File: src/rtl/serial_adder_seq_pkg.sv
// Shared definitions for digit-serial arithmetic blocks: FSM state encoding
// and digit-count / counter-width derivation.
package serial_adder_seq_pkg;

    localparam logic [1:0] ST_IDLE = 2'd0;
    localparam logic [1:0] ST_RUN  = 2'd1;
    localparam logic [1:0] ST_DONE = 2'd2;

    function automatic int numDigits(input int width, input int dw);
        return width / dw;
    endfunction

    // A one-digit operation still needs a one-bit counter to stay legal.
    function automatic int ctrWidth(input int ndig);
        return (ndig > 1) ? $clog2(ndig) : 1;
    endfunction

endpackage

File: src/rtl/serial_adder_seq_if.sv
// Operand/result handshake bundle for serial_adder_seq.
interface serial_adder_seq_if #(
    parameter int WIDTH = 8
);
    logic             in_valid;
    logic             in_ready;
    logic [WIDTH-1:0] a;
    logic [WIDTH-1:0] b;
    logic             cin;
    logic             sub;
    logic             out_valid;
    logic             out_ready;
    logic [WIDTH-1:0] sum;
    logic             cout;
    logic             ovf;

    modport master (
        output in_valid, a, b, cin, sub, out_ready,
        input  in_ready, out_valid, sum, cout, ovf
    );

    modport slave (
        input  in_valid, a, b, cin, sub, out_ready,
        output in_ready, out_valid, sum, cout, ovf
    );
endinterface

File: src/rtl/serial_adder_seq_digit_adder.sv
// Combinational DW-bit ripple-carry digit adder; cmsb is the carry into the
// digit's top bit, needed for signed-overflow detection on the last digit.
module digit_adder #(
    parameter int DW = 1
) (
    output logic [DW-1:0] sum,
    output logic          cout,
    output logic          cmsb,
    input  logic [DW-1:0] a,
    input  logic [DW-1:0] b,
    input  logic          cin
);
    logic [DW:0] carry;

    assign carry[0] = cin;

    for (genvar gi = 0; gi < DW; gi++) begin : g_fa
        assign sum[gi]      = a[gi] ^ b[gi] ^ carry[gi];
        assign carry[gi+1]  = (a[gi] & b[gi]) | (carry[gi] & (a[gi] ^ b[gi]));
    end

    assign cout = carry[DW];
    assign cmsb = carry[DW-1];
endmodule

File: src/rtl/serial_adder_seq.sv
// Digit-serial adder/subtractor: WIDTH-bit operands consumed DW bits per clock,
// inter-digit carry kept in a flip-flop, valid/ready on both sides.
module serial_adder_seq
    import serial_adder_seq_pkg::*;
#(
    parameter int WIDTH = 8,
    parameter int DW    = 1
) (
    input  logic              clk,
    input  logic              rst,
    serial_adder_seq_if.slave bus
);
    localparam int NDIG = numDigits(WIDTH, DW);
    localparam int CW   = ctrWidth(NDIG);
    localparam logic [CW-1:0] LAST_DIGIT = CW'(NDIG - 1);

    logic [1:0]       stateReg;
    logic [WIDTH-1:0] opAReg;
    logic [WIDTH-1:0] opBReg;
    logic             carryReg;
    logic [CW-1:0]    digitReg;
    logic [WIDTH-1:0] sumReg;
    logic             coutReg;
    logic             ovfReg;

    logic [DW-1:0]    digitSum;
    logic             digitCout;
    logic             digitCmsb;
    logic [WIDTH-1:0] sumNext;

    // Operands shift right so the active digit always sits in the low DW bits.
    digit_adder #(.DW(DW)) u_digit (
        .sum  (digitSum),
        .cout (digitCout),
        .cmsb (digitCmsb),
        .a    (opAReg[DW-1:0]),
        .b    (opBReg[DW-1:0]),
        .cin  (carryReg)
    );

    // Result digits enter from the top; after NDIG digits digit 0 lands at bit 0.
    if (NDIG == 1) begin : g_single
        assign sumNext = digitSum;
    end else begin : g_multi
        assign sumNext = {digitSum, sumReg[WIDTH-1:DW]};
    end

    always_ff @(posedge clk or posedge rst) begin
        if (rst) begin
            stateReg <= ST_IDLE;
            opAReg   <= '0;
            opBReg   <= '0;
            carryReg <= 1'b0;
            digitReg <= '0;
            sumReg   <= '0;
            coutReg  <= 1'b0;
            ovfReg   <= 1'b0;
        end else begin
            case (stateReg)
                ST_IDLE: begin
                    if (bus.in_valid) begin
                        opAReg   <= bus.a;
                        opBReg   <= bus.b ^ {WIDTH{bus.sub}};
                        carryReg <= bus.sub ? 1'b1 : bus.cin;
                        digitReg <= '0;
                        stateReg <= ST_RUN;
                    end
                end
                ST_RUN: begin
                    opAReg   <= opAReg >> DW;
                    opBReg   <= opBReg >> DW;
                    sumReg   <= sumNext;
                    carryReg <= digitCout;
                    digitReg <= digitReg + 1'b1;
                    if (digitReg == LAST_DIGIT) begin
                        coutReg  <= digitCout;
                        ovfReg   <= digitCmsb ^ digitCout;
                        stateReg <= ST_DONE;
                    end
                end
                ST_DONE: begin
                    if (bus.out_ready) begin
                        stateReg <= ST_IDLE;
                    end
                end
                default: stateReg <= ST_IDLE;
            endcase
        end
    end

    assign bus.in_ready  = (stateReg == ST_IDLE);
    assign bus.out_valid = (stateReg == ST_DONE);
    assign bus.sum       = sumReg;
    assign bus.cout      = coutReg;
    assign bus.ovf       = ovfReg;
endmodule
File: src/flat_wrapper.sv
// flat-port wrapper written by rule: the top's interface ports become plain ports
module serial_adder_seq_flat import serial_adder_seq_pkg::*;
#(
    parameter int WIDTH = 8,
    parameter int DW    = 1
)
  (clk, rst, bus_in_valid, bus_a, bus_b, bus_cin, bus_sub, bus_out_ready, bus_in_ready, bus_out_valid, bus_sum, bus_cout, bus_ovf);
  serial_adder_seq_if #(.WIDTH(WIDTH)) bus_i ();
  input  logic clk;
  input  logic rst;
  input wire logic [$bits(bus_i.in_valid)-1:0] bus_in_valid;
  input wire logic [$bits(bus_i.a)-1:0] bus_a;
  input wire logic [$bits(bus_i.b)-1:0] bus_b;
  input wire logic [$bits(bus_i.cin)-1:0] bus_cin;
  input wire logic [$bits(bus_i.sub)-1:0] bus_sub;
  input wire logic [$bits(bus_i.out_ready)-1:0] bus_out_ready;
  output wire logic [$bits(bus_i.in_ready)-1:0] bus_in_ready;
  output wire logic [$bits(bus_i.out_valid)-1:0] bus_out_valid;
  output wire logic [$bits(bus_i.sum)-1:0] bus_sum;
  output wire logic [$bits(bus_i.cout)-1:0] bus_cout;
  output wire logic [$bits(bus_i.ovf)-1:0] bus_ovf;
  assign bus_i.in_valid = bus_in_valid;
  assign bus_i.a = bus_a;
  assign bus_i.b = bus_b;
  assign bus_i.cin = bus_cin;
  assign bus_i.sub = bus_sub;
  assign bus_i.out_ready = bus_out_ready;
  assign bus_in_ready = bus_i.in_ready;
  assign bus_out_valid = bus_i.out_valid;
  assign bus_sum = bus_i.sum;
  assign bus_cout = bus_i.cout;
  assign bus_ovf = bus_i.ovf;
  serial_adder_seq #(.WIDTH(WIDTH), .DW(DW)) u_core (.clk(clk), .rst(rst), .bus(bus_i));
endmodule
File: config.mk
export PLATFORM = sky130hd
export DESIGN_NAME = serial_adder_seq_flat
export DESIGN_NICKNAME = d
export VERILOG_FILES = /design/src/rtl/serial_adder_seq_pkg.sv /design/src/rtl/serial_adder_seq_if.sv /design/src/rtl/serial_adder_seq_digit_adder.sv /design/src/rtl/serial_adder_seq.sv /design/src/flat_wrapper.sv
export SDC_FILE = /design/constraint.sdc
export NUM_CORES = 1
export LEC_CHECK = 0
export ABC_CLOCK_PERIOD_IN_PS = 1300
export CORE_MARGIN = 8
export CORE_UTILIZATION = 44
export DETAILED_ROUTE_END_ITERATION = 8
export PLACE_DENSITY_LB_ADDON = 0.3
export SYNTH_ARGS = -nofsm -noshare
export SYNTH_HDL_FRONTEND = slang
export SYNTH_HIERARCHICAL = 1
export SYNTH_SLANG_ARGS = --single-unit
File: constraint.sdc
create_clock -name clk -period 1.3 [get_ports clk]
set_input_delay 0.39 -clock clk [delete_from_list [all_inputs] [get_ports clk]]
set_output_delay 0.39 -clock clk [all_outputs]
set_load 0.03 [all_outputs]
==> metrics <==
outcome finished with violations; violated checks setup timing; sequential share of the synthesized area 53.5%; RD Place Congestion 0.715; Final min period 1520 ps; Total GRT Usage 13.5%; total clock sinks 32; worst reg2reg path startpoint u_core/stateReg[1]; TritonCTS clock tree built; leak pwr 1.09 nW; DR pass1 iterations 4; CTS Hold Bufs 0; Critical Path Source Type register; dpl cells 205; Total Nets Final 208; worst r2r path cells 4; hpwl dp 2320 um; Core Rows 21; Mean Syn Cell Area 12.3 um^2; Pwr Total 5.25 mW; layout cells sized above 1 39.1%; clk_lat worst skew 320 ps; Worst Setup EP bus_in_ready; CTS H-tree depth 2; DR WL/cell 16.7 um; Syn Inst Count 122; crit path DAT 1130 ps; DIE WIDTH 74.3 um; post-synthesis register bit count 32; vias in the first global route 1222; Final ANT Viol Nets 0; Final setup viols 15; pwr/cell area 2290 nW/um^2; CP max FO 4; first-pass GRT wire length 5710 um; clk buf depth 2; yosys warns 6; Clock transition at path regs 100 ps; Initial Util 45.2%; area grow syn2layout 53.5%; Vias/cell 5.13; Slew @ Worst Pin 220 ps; maximum vdd drop 0.00116 V; via count 1181; fin. max-slew vios 0; antenna violations before repair 0; TritonCTS Buffers 5; # DRC 0; Mapped Nets 147; placed cell area 1920 um^2; RSZ-0062 raised after global routing yes; # diodes 0; Clock Skews 4.52 ps; Max Cap Viol 0; largest net degree at the start of global routing 33; Slew Limit Headroom 85.3%; Hold WC Path Type primary input to async pin; Synth Cell Area 1500 um^2; post-route worst setup slack -222 ps; starting DRC count in detailed routing 62; CORE AREA 3310 um^2; Fmax achieved 0.657 GHz; Ports 34; post-route cell area 2300 um^2; final std cells w/o fill 230; CP startpoint u_core/stateReg[0]; R2R Setup Slk -30 ps; Die ar. 5520 um^2; Final Hold Viols 0; FF-to-FF End u_core/opBReg[0]; I/O Buffers 33; Final period util 117%; GRT overflow 0; required time worst endpoint 910 ps; Worst Setup Path Type register to output port; Setup crit end kind output port; Root Driver clkbuf_4; Die Y-Extent 74.3 um; synth unique cells 27; post-detailed-routing wire length 3840 um
[state kept, by name, summed over array words and instances, names as in the netlist]
register,count
u_core/bus.sum,8
u_core/opAReg,8
u_core/opBReg,8
u_core/digitReg,3
u_core/stateReg,2
u_core/bus.cout,1
u_core/bus.ovf,1
u_core/carryReg,1
[synth_stat cells]
| cell type | number | area (um^2) |
|---|---|---|
| a21oi_1 | 1 | 5.00 |
| a221o_1 | 7 | 70.1 |
| a22o_1 | 3 | 26.3 |
| a22oi_1 | 7 | 52.6 |
| a2bb2oi_1 | 1 | 8.76 |
| a32o_1 | 1 | 10.0 |
| and3b_1 | 7 | 61.3 |
| buf_2 | 4 | 20.0 |
| buf_4 | 4 | 30.0 |
| clkbuf_1 | 2 | 7.51 |
| dfrtp_1 | 32 | 801 |
| fa_1 | 1 | 20.0 |
| ha_1 | 2 | 25.0 |
| inv_1 | 1 | 3.75 |
| mux2_1 | 8 | 90.1 |
| mux2_2 | 2 | 22.5 |
| nand2_1 | 10 | 37.5 |
| nand2b_1 | 3 | 18.8 |
| nand3b_4 | 1 | 20.0 |
| nor2_1 | 1 | 3.75 |
| nor2_2 | 2 | 12.5 |
| nor2b_1 | 3 | 18.8 |
| o21ai_0 | 1 | 5.00 |
| o21ai_1 | 8 | 40.0 |
| o21bai_1 | 1 | 7.51 |
| xnor2_1 | 1 | 8.76 |
| xor2_1 | 8 | 70.1 |
[layer usage]
metal / GRT usage, % / wire length (um) / vias up
met5: 0 / 0 / -
met4: 4.57 / 90 / 0
met3: 4.04 / 216 / 10
met2: 22.1 / 2030 / 38
met1: 16.4 / 1510 / 577
li1: - / - / 556
[worst min-delay path by stage]
stage / startpoint / endpoint / slack [ps] / cells after the start
finish: rst / u_core/bus.sum[0] / 400 / 3
global route: rst / u_core/opAReg[6] / 410 / 3
CTS: rst / u_core/opBReg[3] / 410 / 3
global placement: u_core/opAReg[5] / u_core/opAReg[5] / 470 / 2
floorplan: u_core/opAReg[1] / u_core/opAReg[1] / 460 / 2
detailed placement: u_core/bus.sum[0] / u_core/bus.sum[0] / 480 / 1
[report_power, final]
| part | switching [mW] | leakage [nW] | total (mW) | internal (mW) |
|---|---|---|---|---|
| combinational | 1.32 | 0.646 | 2.93 | 1.61 |
| clock | 0.321 | 0.0380 | 0.578 | 0.257 |
| sequential | 0.309 | 0.402 | 1.74 | 1.43 |
[layout make-up]
class	instances	area (um^2)
Fill cell	242	1010
Sequential cell	32	803
Tap cell	46	57.6
Clock inverter	2	10.0
Clock buffer	6	51.3
Timing Repair Buffer	64	641
Multi-Input combinational cell	79	731
Inverter	1	3.75
[critical path, cell delays in order, from the launching register on]
cell	delay, ps
dfrtp_2	460
buf_6	140
nor2_4	80
buf_6	130
[stage by stage]
step	util, %	worst slack (ps)	TNS (ps)	hold WS, ps
after global routing	69.4	-264	-1480	415
after floorplan	-	8.30	0	456
after CTS	63.9	-222	-613	407
after global placement	58.0	-350	-6370	467
final	69.4	-222	-672	404
after detailed placement	58.0	-408	-7340	478
[kinds of logic after synthesis]
group                      synth area share, %
adders and majority gates                 3.01
muxes                                     7.53
DFF                                       53.5
and+or+nand+nor                           11.5
buffers and inverters                     4.10
AOI/OAI and AO/OA                         15.1
xor gates and xnor gates                  5.27
[what timing repair did]
item,CTS,global route
endpoints found under the setup margin,20,34
endpoints found under the hold margin,0,0
gates resized for setup,22,29
pin swaps,7,6
gates cloned,1,2
buffers inserted,7,8
[placed cells by master (no fill, tap or decap), types with 2 or more instances in the layout]
master           Yosys  final
nor2b_4              0      2
a22oi_1              7      5
mux2_4               0      4
clkbuf_4             0      5
o21ai_1              8      9
a221o_1              7      7
and3b_1              7      7
buf_6                0     19
nand2b_1             3      2
clkinv_2             0      2
nor2_4               0      2
nand2_1             10     10
a22o_1               3      3
dfrtp_1             32     30
buf_4                4     21
clkdlybuf4s50_1      0     20
xor2_1               8      8
mux2_1               8      5
a22oi_2              0      2
dfrtp_2              0      2
(Power assumes the default switching activity.)
